### src/rtl/alu_ctrl_mc.sv
// ---------------------------------------------------------------------------
// alu_ctrl_mc
//
// Multi-cycle ALU control unit for the multicycle MIPS datapath. Decodes the
// ALUOp / funct / immediate-class flags into a registered ALU operation code,
// and sequences iterative multiply/divide operations, stalling upstream with
// `busy` until HI/LO is ready.
//
// Parameters
//   CON_W      ALU control code width (>= 4; bits above 3 are always 0)
//   MUL_CYCLES cycles a mult/multu occupies the mul/div unit (>= 2)
//   DIV_CYCLES cycles a div/divu occupies the mul/div unit (>= 2)
//   CNT_W      cycle counter width, 2**CNT_W > max(MUL_CYCLES, DIV_CYCLES)
//
// Ports
//   clk        in   system clock, rising edge
//   reset      in   asynchronous, active-high reset
//   valid      in   decode fields valid this cycle
//   ALUOp      in   00 lw/sw, 01 beq, 10 R-type, 11 immediate ALU
//   funct      in   R-type function field
//   andi/ori/addi in immediate-class flags (ALUOp = 11)
//   ALUCon     out  registered ALU operation code
//   md_start   out  one-cycle start pulse to the mul/div unit
//   md_signed  out  signed mul/div, held for the whole operation
//   busy       out  mul/div in progress, upstream must stall
//   done       out  one-cycle pulse on the last mul/div cycle
//   hilo_we    out  HI/LO write enable, coincident with done
//   illegal    out  one-cycle pulse on an unrecognised funct / imm class
//
// Every output comes straight from a register; there is no combinational
// path from any input to any output.
// ---------------------------------------------------------------------------
module alu_ctrl_mc #(
  parameter int CON_W      = 4,
  parameter int MUL_CYCLES = 32,
  parameter int DIV_CYCLES = 34,
  parameter int CNT_W      = 6
) (
  input  logic             clk,
  input  logic             reset,
  input  logic             valid,
  input  logic [1:0]       ALUOp,
  input  logic [5:0]       funct,
  input  logic             andi,
  input  logic             ori,
  input  logic             addi,
  output logic [CON_W-1:0] ALUCon,
  output logic             md_start,
  output logic             md_signed,
  output logic             busy,
  output logic             done,
  output logic             hilo_we,
  output logic             illegal
);

  // ALU operation encodings
  localparam logic [3:0] OP_AND  = 4'b0000;
  localparam logic [3:0] OP_OR   = 4'b0001;
  localparam logic [3:0] OP_ADD  = 4'b0010;
  localparam logic [3:0] OP_SUB  = 4'b0110;
  localparam logic [3:0] OP_SLT  = 4'b0111;
  localparam logic [3:0] OP_MULT = 4'b1000;
  localparam logic [3:0] OP_DIV  = 4'b1001;
  localparam logic [3:0] OP_NOR  = 4'b1100;

  // Counter reload values: the counter starts at C-1 and the operation ends
  // on the edge after it reads 1, giving exactly C-1 busy cycles.
  localparam logic [CNT_W-1:0] MUL_LOAD = CNT_W'(MUL_CYCLES - 1);
  localparam logic [CNT_W-1:0] DIV_LOAD = CNT_W'(DIV_CYCLES - 1);

  typedef enum logic {
    IDLE   = 1'b0,
    MULDIV = 1'b1
  } state_t;

  state_t           state_q, state_d;
  logic [3:0]       op_q, op_d;
  logic [CNT_W-1:0] cnt_q, cnt_d;
  logic             md_start_q, md_start_d;
  logic             md_signed_q, md_signed_d;
  logic             busy_q, busy_d;
  logic             done_q, done_d;
  logic             illegal_q, illegal_d;

  // -------------------------------------------------------------------------
  // Field decode (pure function of the current inputs)
  // -------------------------------------------------------------------------
  logic       dec_ok;   // recognised operation
  logic       dec_md;   // mult/multu/div/divu
  logic       dec_div;  // div/divu (selects the reload value)
  logic [3:0] dec_op;

  always_comb begin
    dec_ok  = 1'b1;
    dec_md  = 1'b0;
    dec_div = 1'b0;
    dec_op  = OP_ADD;
    case (ALUOp)
      2'b00: dec_op = OP_ADD;
      2'b01: dec_op = OP_SUB;
      2'b10: begin
        case (funct)
          6'b100100:            dec_op = OP_AND;
          6'b100101:            dec_op = OP_OR;
          6'b100000, 6'b100001: dec_op = OP_ADD;
          6'b100010, 6'b100011: dec_op = OP_SUB;
          6'b101010:            dec_op = OP_SLT;
          6'b100111:            dec_op = OP_NOR;
          6'b011000, 6'b011001: begin
            dec_op = OP_MULT;
            dec_md = 1'b1;
          end
          6'b011010, 6'b011011: begin
            dec_op  = OP_DIV;
            dec_md  = 1'b1;
            dec_div = 1'b1;
          end
          default:              dec_ok = 1'b0;
        endcase
      end
      default: begin
        // Immediate class, priority andi > ori > addi
        if (andi) begin
          dec_op = OP_AND;
        end else if (ori) begin
          dec_op = OP_OR;
        end else if (addi) begin
          dec_op = OP_ADD;
        end else begin
          dec_ok = 1'b0;
        end
      end
    endcase
  end

  // -------------------------------------------------------------------------
  // Next-state / output logic
  // -------------------------------------------------------------------------
  always_comb begin
    state_d     = state_q;
    op_d        = op_q;
    cnt_d       = cnt_q;
    md_start_d  = 1'b0;
    md_signed_d = md_signed_q;
    busy_d      = busy_q;
    done_d      = 1'b0;
    illegal_d   = 1'b0;

    case (state_q)
      IDLE: begin
        if (valid) begin
          if (!dec_ok) begin
            // Unrecognised request: code is left untouched
            illegal_d = 1'b1;
          end else begin
            op_d = dec_op;
            if (dec_md) begin
              state_d     = MULDIV;
              md_start_d  = 1'b1;
              // funct[0] distinguishes the unsigned variants (multu/divu)
              md_signed_d = ~funct[0];
              busy_d      = 1'b1;
              cnt_d       = dec_div ? DIV_LOAD : MUL_LOAD;
            end
          end
        end
      end

      MULDIV: begin
        // Requests are ignored entirely while the unit is occupied.
        if (cnt_q <= CNT_W'(1)) begin
          state_d     = IDLE;
          done_d      = 1'b1;
          busy_d      = 1'b0;
          md_signed_d = 1'b0;
          cnt_d       = '0;
        end else begin
          cnt_d = cnt_q - CNT_W'(1);
        end
      end

      default: begin
        state_d = IDLE;
      end
    endcase
  end

  // -------------------------------------------------------------------------
  // State register
  // -------------------------------------------------------------------------
  always_ff @(posedge clk or posedge reset) begin
    if (reset) begin
      state_q     <= IDLE;
      op_q        <= OP_ADD;
      cnt_q       <= '0;
      md_start_q  <= 1'b0;
      md_signed_q <= 1'b0;
      busy_q      <= 1'b0;
      done_q      <= 1'b0;
      illegal_q   <= 1'b0;
    end else begin
      state_q     <= state_d;
      op_q        <= op_d;
      cnt_q       <= cnt_d;
      md_start_q  <= md_start_d;
      md_signed_q <= md_signed_d;
      busy_q      <= busy_d;
      done_q      <= done_d;
      illegal_q   <= illegal_d;
    end
  end

  // Zero-extension keeps the bits above 3 at 0 for wider codes.
  assign ALUCon    = CON_W'(op_q);
  assign md_start  = md_start_q;
  assign md_signed = md_signed_q;
  assign busy      = busy_q;
  assign done      = done_q;
  // HI/LO is written exactly on the completion cycle.
  assign hilo_we   = done_q;
  assign illegal   = illegal_q;

endmodule

### config.mk
export PLATFORM = sky130hd
export DESIGN_NAME = alu_ctrl_mc
export DESIGN_NICKNAME = d
export VERILOG_FILES = /design/src/rtl/alu_ctrl_mc.sv
export SDC_FILE = /design/constraint.sdc
export NUM_CORES = 1
export LEC_CHECK = 0
export ABC_AREA = 0
export CAP_MARGIN = 20
export CORE_UTILIZATION = 39
export CTS_BUF_LIST = sky130_fd_sc_hd__clkbuf_4
export DETAILED_ROUTE_END_ITERATION = 6
export GPL_TIMING_DRIVEN = 0
export HOLD_SLACK_MARGIN = 0.02
export PLACE_DENSITY = 0.73
export SLEW_MARGIN = 20
export SYNTH_ARGS = -nofsm -noshare
export SYNTH_HDL_FRONTEND = slang
export SYNTH_SLANG_ARGS = --single-unit
### constraint.sdc
create_clock -name clk -period 2.75 [get_ports clk]
set_input_delay 0.275 -clock clk [delete_from_list [all_inputs] [get_ports clk]]
set_output_delay 0.275 -clock clk [all_outputs]
set_load 0.01 [all_outputs]
After elaboration in Yosys (flattened, before gate mapping)
Cells that the tools add are included.
{ "totals": {"reg_bits": 16, "inputBits": 14, "out_inout_bits": 10, "wordCells": 79} }
{ "classes": {"addsub": 1, "order_cmp": 1, "eq_ne": 18, "muxes": 39, "n_bitwise": 2, "n_reduce_logical": 10} }
{ "ops": {"columns": ["op", "n"], "rows": [
  ["6-bit equality test, second input constant", 8],
  ["6-bit 2-to-1 mux", 5],
  ["4-bit one-hot mux with 7 select lines", 1],
  ["1-bit 2-to-1 mux", 25],
  ["6-bit by 5-bit equality test with 1-bit output, second input constant", 4],
  ["4-bit one-hot mux with 3 select lines", 1],
  ["6-bit one-hot mux with 2 select lines", 1],
  ["12-bit OR reduction", 1],
  ["1-bit one-hot mux with 2 select lines", 4],
  ["2-bit OR reduction", 4],
  ["6-bit by 1-bit <= comparator with 1-bit output, second input constant", 1],
  ["2-bit inequality test, second input constant", 3],
  ["3-bit AND reduction", 2],
  ["6-bit by 1-bit subtractor with 6-bit output, second input constant", 1],
  ["2-bit 2-to-1 mux", 2],
  ["4-bit AND reduction", 1],
  ["4-bit OR reduction", 1],
  ["2-bit by 1-bit equality test with 1-bit output, second input constant", 1],
  ["2-bit equality test, second input constant", 1],
  ["2-bit logical NOT", 1],
  ["2-bit by 1-bit inequality test with 1-bit output, second input constant", 1],
  ["1-bit inverter", 2]
]} }

Logic depth before layout (Yosys ltp)
Gate-level depths: netlist of the first run.
{ "logic_depth": {"ltp_word": 9, "mapped_depth": 6, "ltp_nobuf": 6} }

Worst setup path before layout of the first run
Ideal clock, no wire load.
{ "synth_timing": {"kind": "register to register", "start": "reg cnt_q[2]", "end": "reg cnt_q[5]", "setup_ns": 0.065, "arrival_ns": 1.516, "required_ns": 2.685, "slack_ns": 1.169, "path_stages_with_launch": 6, "path_buffers": 1, "period_less_slack_ns": 1.581, "cell_sequence": "dfrtp_1 or3_1 buf_2 or4_4 o22ai_2 a22o_1"} }
{ "synth_via": {"elab_chain_len": 3, "word_cells_on_any_way": 4, "cone_classes": "add/sub: 1; order compare: 1; mux: 2"} }
{ "synth_rtl": {"columns": ["element", "line_no", "rtl"], "rows": [
  ["start, declared", "78", "logic [CNT_W-1:0] cnt_q, cnt_d;"],
  ["start signal, assigned", "204", "cnt_q <= cnt_d;"],
  ["6-bit by 1-bit subtractor with 6-bit output or 6-bit by 1-bit <= comparator with 1-bit output (tied branches)", "178, 171", null],
  ["6-bit 2-to-1 mux (*)", "171", "if (cnt_q <= CNT_W'(1)) begin"],
  ["6-bit one-hot mux with 2 select lines (*)", "149", "case (state_q)"]
]} }
Mark *: on every way between the ends. The rest lies on a longest branch, timed or not.
A chain may end at the register's enable or synchronous reset.

Worst setup path after layout of the first run
{ "layout_timing": {"start": "in ALUOp[1]", "end": "reg op_q[3], in the netlist ALUCon[3]"} }
{ "layout_via": {"elab_chain_len": 4, "word_cells_on_any_way": 7, "cone_classes": "eq/ne: 2; mux: 2; reduce/logical: 3"} }
{ "layout_rtl": {"columns": ["element", "line_no", "rtl"], "rows": [
  ["start, declared", "42", "input logic [1:0] ALUOp,"],
  ["2-bit by 1-bit equality test with 1-bit output or 2-bit logical NOT (tied branches)", "98", "case (ALUOp)"],
  ["2-bit OR reduction (no line)", null, null],
  ["1-bit one-hot mux with 2 select lines", "98", null],
  ["3-bit AND reduction (no line)", null, null],
  ["end signal, assigned", "203", "op_q <= op_d;"],
  ["end, declared", "77", "logic [3:0] op_q, op_d;"]
]} }
Parallel ways exist; a longest one is shown, timed or not.

==> results of run 1 <==
==> power by group through the flow <==
stage | clock network [uW] | logic [uW] | registers (uW)
finish | 126 | 371 | 365
global route | 146 | 413 | 376
CTS | 129 | 375 | 364
detailed placement | 0 | 373 | 369
global placement | 0 | 360 | 362
floorplan | 0 | 249 | 363
==> critical path, delay by kind of cell <==
family          cells  cell delay [ns]
buf+inv             2             0.79
mux                 1             0.36
compound gates      1             0.31
simple gates        2             0.28
==> cells by family (layout without fill, tap and decap cells) <==
group                    after synthesis  after routing  synth area share
adder cells (fa/ha/maj)                2              2            0.0251
buffers and inverters                 12             39            0.0528
multiplexers                           5              5            0.0565
AO/OA/AOI/OAI                         31             31             0.246
flip-flops                            16             16             0.403
AND/OR/NAND/NOR                       32             32             0.216
==> state kept, by name (all words and copies together) (netlist names) <==
signal and flops:
illegal 1, md_start 1, done 1, cnt_q 6, md_signed 1, busy 1, ALUCon 4, state_q 1
==> layout make-up <==
class / instances / area share
multi-input cells: 70 / 0.421
flip-flops and latches: 16 / 0.312
repair buffers: 23 / 0.179
well taps: 28 / 0.0272
plain buffers: 5 / 0.0204
inverters: 7 / 0.0204
clock buffers: 3 / 0.0175
clock inverters: 1 / 0.00292
==> worst max path at each step <==
| stage | startpoint | endpoint | depth (start not counted) |
|---|---|---|---|
| floorplan | cnt_q[2]$_DFFE_PP0P_ | cnt_q[5]$_DFFE_PP0P_ | 5 |
| global placement | ALUOp[1] | ALUCon[3]$_DFFE_PP0P_ | 6 |
| detailed placement | ALUOp[1] | ALUCon[3]$_DFFE_PP0P_ | 6 |
| CTS | ALUOp[1] | ALUCon[3]$_DFFE_PP0P_ | 6 |
| global route | ALUOp[1] | ALUCon[0]$_DFFE_PP0P_ | 6 |
| finish | ALUOp[1] | ALUCon[3]$_DFFE_PP0P_ | 6 |
==> routing by layer <==
metal,track usage,vias up
met5,0,-
met4,0.0395,0
met3,0.0174,2
met2,0.297,16
met1,0.203,419
li1,-,422
==> layout by cell type (no fill, tap or decap), types with 2 or more instances in the layout <==
cell type	count
o21ai_0	7
o21a_1	5
dfrtp_1	15
inv_1	7
ha_1	2
nand3_1	3
nand3b_1	2
clkdlybuf4s50_1	23
nand2_1	3
o31ai_1	2
nand2b_1	6
nor2_1	3
nor2b_1	2
a22o_1	3
a31o_2	3
nor3_1	3
buf_2	3
clkbuf_4	3
and4bb_2	2
mux2_1	4
==> per-stage QoR <==
step	utilization	std cells	hold WS (ns)	total power (uW)	instance area (sq um)
after floorplan	-	98	0.188	611	996
after global placement	0.544	149	0.476	722	1260
after detailed placement	0.544	149	0.480	742	1260
after CTS	0.555	153	0.373	868	1290
after global routing	0.555	153	0.404	934	1290
final	0.555	153	0.347	862	1290
==> summary.md, run 1 <==
| Metric | Value |
|---|---|
| Clock power frac | 0.147 |
| Path type of the worst min-delay path | primary input to async pin |
| Vias | between 800 and 900 |
| Hpwl dp | 1560 um |
| Reg clk slew, reported paths | 0.10 ns |
| Top Layer Used | met4 |
| Post-Syn Nets | around 110 |
| #FFs+latches synth | 16 |
| Storage cell area | 402 sq um |
| Post-synth top area share | 0.377 |
| Crit-path max FO | 7 |
| Final setup margin | 0.914 ns |
| DR pass1 iterations | 4 |
| Worst slew pin tran | 0.606 ns |
| R2R depth | 5 |
| First-pass GRT wire length | ~3400 um |
| CP max stage cell | clkdlybuf4s50_1 |
| Worst VDD drop | 0.462 mV |
| Clock latency on the worst-skew pair | between 0.2 and 0.3 ns |
| Initial core utilization | 0.430 |
| # Max-Cap Violations | 0 |
| Worst Clk Skew | 0.0129 ns |
| Yosys synthesis warning count | 0 |
| H-tree depth reported by CTS | 1 |
| CP arrival | 2.01 ns |
| Die area | 0.00276 sq mm |
| Largest stage delay, worst path | 0.54 ns |
| Cell breakdown of the critical path | clkdlybuf4s50_1 -> nor2b_1 -> clkbuf_1 -> nand2_1 -> o211ai_2 -> mux2_1 |
| Period utilization | 0.668 |
| P_leak | ~0.00055 uW |
| WL final | about 2100 um |
| Synthesized area per cell | 10.2 sq um |
| RD Place Congestion | ~0.77 |
| Setup TNS | 0 ns |
| Distinct cells, synth | 41 |
| Gates resized, CTS repair | 0 |
| ANT cells | 0 |
| Cell Pwr Density | 670 mW/mm^2 |
| Post-synth EDFFs | 0 |
| Drt first-iter violations | 20 |
| Area leader, netlist | dfrtp_1 |
| Sequential-to-total area share from yosys stat | 0.403 |
| Area taken by multi-input logic gates | 542 sq um |
| Port Buffers | 23 |
| CP Launch Type | primary input |
| Flop-to-flop setup slack | 1.02 ns |
| Final Critical Period | 1.84 ns |
| Vias in the first global route | 822 |
| Layout cells sized above 1 | 0.160 |
| Fmax | 0.545 GHz |
| Wire length on met2 | roughly 1000 um |
| Internal Power | 543 uW |
| Mapped Area | 996 sq um |
| Status | complete, no violations |
| Core ar. | around 0.0023 sq mm |
| Final antenna-violating net count | 0 |
| CTS tree | built |
| Slew margin rel. | 0.596 |
| Sw power | approximately 320 uW |
| CTS Root Cell | clkbuf_4 |
| Routed len/inst | 13.6 um |
| Die width | 52.5 um |
| WL met3 | 80 um |
| Post-synth top cells | 15 x dfrtp_1, 7 x inv_1, 7 x o21ai_0 |
| # Post-CTS Setup Buffers | 0 |
| WL met1 | about 960 um |
| Fraction of registers with async set/reset | 1.00 |
| Reg2reg start | cnt_q[2]$_DFFE_PP0P_ |
| CTS buffer count | 3 |
| Crit. End Element | register |
| Most frequent cell after synthesis | dfrtp_1 |
| Setup Slack @ Placement | ~0.6 ns |
| Nets@finish | 142 |
| Pin count of the biggest net entering global routing | 17 |
| Sw Ratio | 0.370 |
| Clock buffer depth | 2 |
| Final Hold Fails | 0 |
| Main synth FF type | dfrtp_1 |
| Hold_buf cts | 0 |
| Tot GR Track Use | 0.163 |
| Synth top area cells | dfrtp_1 38%, mux2_1 4.5%, nand2b_1 3.8% |
| Final setup fails | 0 |
| Slew Limit Fails | 0 |
| Area delta synth->final | 29.3% |
| Sequential cell fraction of total power | 0.424 |
| Die Y-Extent | 52.5 um |
| # IOs | 24 |
| R2R Path End | cnt_q[3]$_DFFE_PP0P_ |
| Global route total overflow | 0 |
| Antenna violations before repair | 0 |
| # rows | 17 |
| RSZ-0062 raised after global routing | false |
| Gate power share | 0.430 |
| Worst Path Required | 2.93 ns |
| DRC Markers | 0 |
| Routed vias/inst | roughly 5.6 |
| Setup CP Type | primary input to register |
| Filler Cell Count | 214 |
| Gate Count Post-Synth | 98 |
| Clk sinks | 16 |
Power figures use the tool's default switching activity.
==> run 2, diff against run 1 <==
PLACE_DENSITY = 0.76   (was 0.73)
clock period = 1.6 ns   (was 2.75 ns; I/O delays follow)
==> run 2 against run 1 <==
Against the previous run: the flow now finishes with violations (negative setup slack); cell area increased by 6.5%; register-to-register slack got worse by 1.0 ns; first-iteration DRC count decreased by 45%; non-clock buffer count increased by 3; largest power group unchanged; highest routed layer unchanged.
==> summary.md, run 2 (synthesis results as in run 1) <==
| Metric | Value |
|---|---|
| Reg clk slew, reported paths | 0.10 ns (about the same) |
| # IOs | 24 (unchanged) |
| Flop-to-flop setup slack | -0.01 ns (was 1.02 ns) |
| Global route total overflow | 0 (unchanged) |
| Tot GR Track Use | 0.186 (was 0.163) |
| Clock latency on the worst-skew pair | 0.29 ns (was 0.28 ns) |
| Vias in the first global route | 888 (was 822) |
| Setup crit start | cnt_q[3]$_DFFE_PP0P_ (was ALUOp[1]) |
| Final Hold Fails | 0 (unchanged) |
| CTS Root Cell | clkbuf_4 (unchanged) |
| # rows | 17 (unchanged) |
| Finished Core Util | 0.591 (was 0.555) |
| Path type of the worst min-delay path | primary input to async pin (unchanged) |
| Setup Slack @ Placement | -0.459 ns (was 0.602 ns) |
| CTS tree | built (unchanged) |
| ANT cells | 0 (unchanged) |
| Largest Register | cnt_q (unchanged) |
| Hold Slack | 0.231 ns (was 0.347 ns) |
| Drt first-iter violations | 11 (was 20) |
| # Max-Cap Violations | 0 (unchanged) |
| Dpl cells | 149 (unchanged) |
| Worst Path Required | 1.82 ns (was 2.93 ns) |
| Hpwl dp | 1630 um (was 1560 um) |
| Cell Pwr Density | 1180 mW/mm^2 (was 670 mW/mm^2) |
| Failing checks | negative setup slack |
| Port Buffers | 23 (unchanged) |
| Status | complete, but fails checks (was complete, no violations) |
| Commonest non-fill, non-tap cell in the layout | clkdlybuf4s50_1 (unchanged) |
| Cell breakdown of the critical path | or3_4 -> or4_4 -> o22ai_2 -> a22o_1 (was clkdlybuf4s50_1 -> nor2b_1 -> clkbuf_1 -> nand2_1 -> o211ai_2 -> mux2_1) |
| Fmax | 0.621 GHz |
| P_leak | 0.000602 uW (was 0.000551 uW) |
| Die Y-Extent | 52.5 um (unchanged) |
| CP Launch Type | register (was primary input) |
| Die width | 52.5 um (unchanged) |
| Routed len/inst | 15.2 um (was 13.6 um) |
| R2R Path End | cnt_q[5]$_DFFE_PP0P_ (was cnt_q[3]$_DFFE_PP0P_) |
| RD Place Congestion | 0.906 (was 0.768) |
| Pin count of the biggest net entering global routing | 17 (unchanged) |
| Slew Limit Fails | 0 (unchanged) |
| Initial core utilization | 0.430 (unchanged) |
| Core ar. | 0.00232 sq mm (unchanged) |
| H-tree depth reported by CTS | 1 (unchanged) |
| CTS buffer count | 3 (unchanged) |
| Largest stage delay, worst path | 0.45 ns (was 0.54 ns) |
| Area delta synth->final | 37.7% (was 29.3%) |
| Max reg flops | 6 (unchanged) |
| CP arrival | 1.84 ns (was 2.01 ns) |
| Reg2reg start | cnt_q[3]$_DFFE_PP0P_ (was cnt_q[2]$_DFFE_PP0P_) |
| Instance count on the critical path | 4 (was 6) |
| Antenna violations before repair | 0 (unchanged) |
| Die area | 0.00276 sq mm (unchanged) |
| Vias | 911 (was 859) |
| Crit-path max FO | 6 (was 7) |
| DR pass1 iterations | 4 (unchanged) |
| Buf+Inv Stages, Crit Path | 0 (was 2) |
| Final setup margin | -0.0108 ns (was 0.914 ns) |
| Nets@finish | 146 (was 142) |
| Most frequent cells in the layout | 17 x clkdlybuf4s50_1, 13 x dfrtp_1, 7 x inv_1 (was 23 x clkdlybuf4s50_1, 15 x dfrtp_1, 7 x inv_1, 7 x o21ai_0, 6 x nand2b_1) |
| Clock buffer depth | 2 (unchanged) |
| Delay-heaviest family, CP | simple AND/OR/NAND/NOR gates (was buffers and inverters) |
| CP max stage cell | or3_4 (was clkdlybuf4s50_1) |
| R2R depth | 4 (was 5) |
| Layout Cells excl Fill | 157 (was 153) |
| Routed vias/inst | 5.80 (was 5.61) |
| DRC Markers | 0 (unchanged) |
| Slew margin rel. | 0.597 (was 0.596) |
| RSZ-0062 raised after global routing | true (was false) |
| Period utilization | 1.01 |
| Crit. End Element | register (unchanged) |
| Final Critical Period | 1.61 ns |
| Layout cells sized above 1 | 0.264 (was 0.160) |
| Hold_buf cts | 0 (unchanged) |
| Final setup fails | 1 (was 0) |
| Setup CP Type | register to register (was primary input to register) |
| Clk sinks | 16 (unchanged) |
| First-pass GRT wire length | 3770 um (was 3370 um) |
| WL final | 2380 um (was 2080 um) |
| Worst VDD drop | 0.976 mV (was 0.462 mV) |
| CP Capture Point | cnt_q[5]$_DFFE_PP0P_ (was ALUCon[3]$_DFFE_PP0P_) |
| Setup TNS | -0.0108 ns (was 0 ns) |
| Worst Clk Skew | 0.00616 ns (was 0.0129 ns) |
| Worst slew pin tran | 0.603 ns (was 0.606 ns) |
| Final antenna-violating net count | 0 (unchanged) |
==> run 2: changes by cell type in the layout (fill, tap and decap cells not counted), moves of 2 or more <==
cell,before,now
dlygate4sd2_1,0,4
dfrtp_2,0,2
dfrtp_1,15,13
clkdlybuf4s50_1,23,17
dlymetal6s2s_1,0,2
buf_4,1,5
==> run 2: worst min path at each step <==
stage / from / endpoint / slack (ns)
after floorplan: reset / ALUCon[0]$_DFFE_PP0P_ / 0.07
after global placement: ALUCon[2]$_DFFE_PP0P_ / ALUCon[2]$_DFFE_PP0P_ / 0.48
after detailed placement: busy$_DFFE_PP0P_ / busy$_DFFE_PP0P_ / 0.48
after CTS: reset / busy$_DFFE_PP0P_ / 0.25
after global routing: reset / busy$_DFFE_PP0P_ / 0.31
final: reset / cnt_q[2]$_DFFE_PP0P_ / 0.23
==> run 2: per-stage QoR <==
| stage | power [uW] | instance area [sq um] |
|---|---|---|
| global placement | 1240 | 1260 |
| CTS | 1560 | 1330 |
| floorplan | 1050 | 996 |
| detailed placement | 1270 | 1260 |
| finish | 1620 | 1370 |
| global route | 1730 | 1370 |
==> run 2: power by group <==
part	switching [uW]	internal (uW)
registers	88.7	527
clock network	127	90.5
logic	386	399
total	602	1020
==> run 2: area by class of cell <==
| cell class | count | area, sq um |
|---|---|---|
| timing repair buffer | 27 | 260 |
| fill | 202 | 947 |
| inverter | 7 | 26.3 |
| buffer | 4 | 25.0 |
| multi-input combinational | 71 | 594 |
| tap | 28 | 35.0 |
| clock inverter | 1 | 3.75 |
| sequential | 16 | 404 |
| clock buffer | 3 | 22.5 |
==> run 2: repair_timing <==
| item | 4_1_cts | 5_1_grt |
|---|---|---|
| cloned | 0 | 1 |
| endpoints found under the setup margin | 8 | 8 |
| buffers inserted | 3 | 1 |
| pin swaps | 1 | 2 |
| resized for setup | 13 | 8 |
==> run 2: metal layers <==
metal	wire, um	share of wire	global-route usage	vias up
met1	993	0.42	0.202	442
met2	1240	0.52	0.350	29
li1	-	-	-	434
met3	118	0.050	0.0232	6
met4	31	0.013	0.0877	0
met5	0	0	0	-
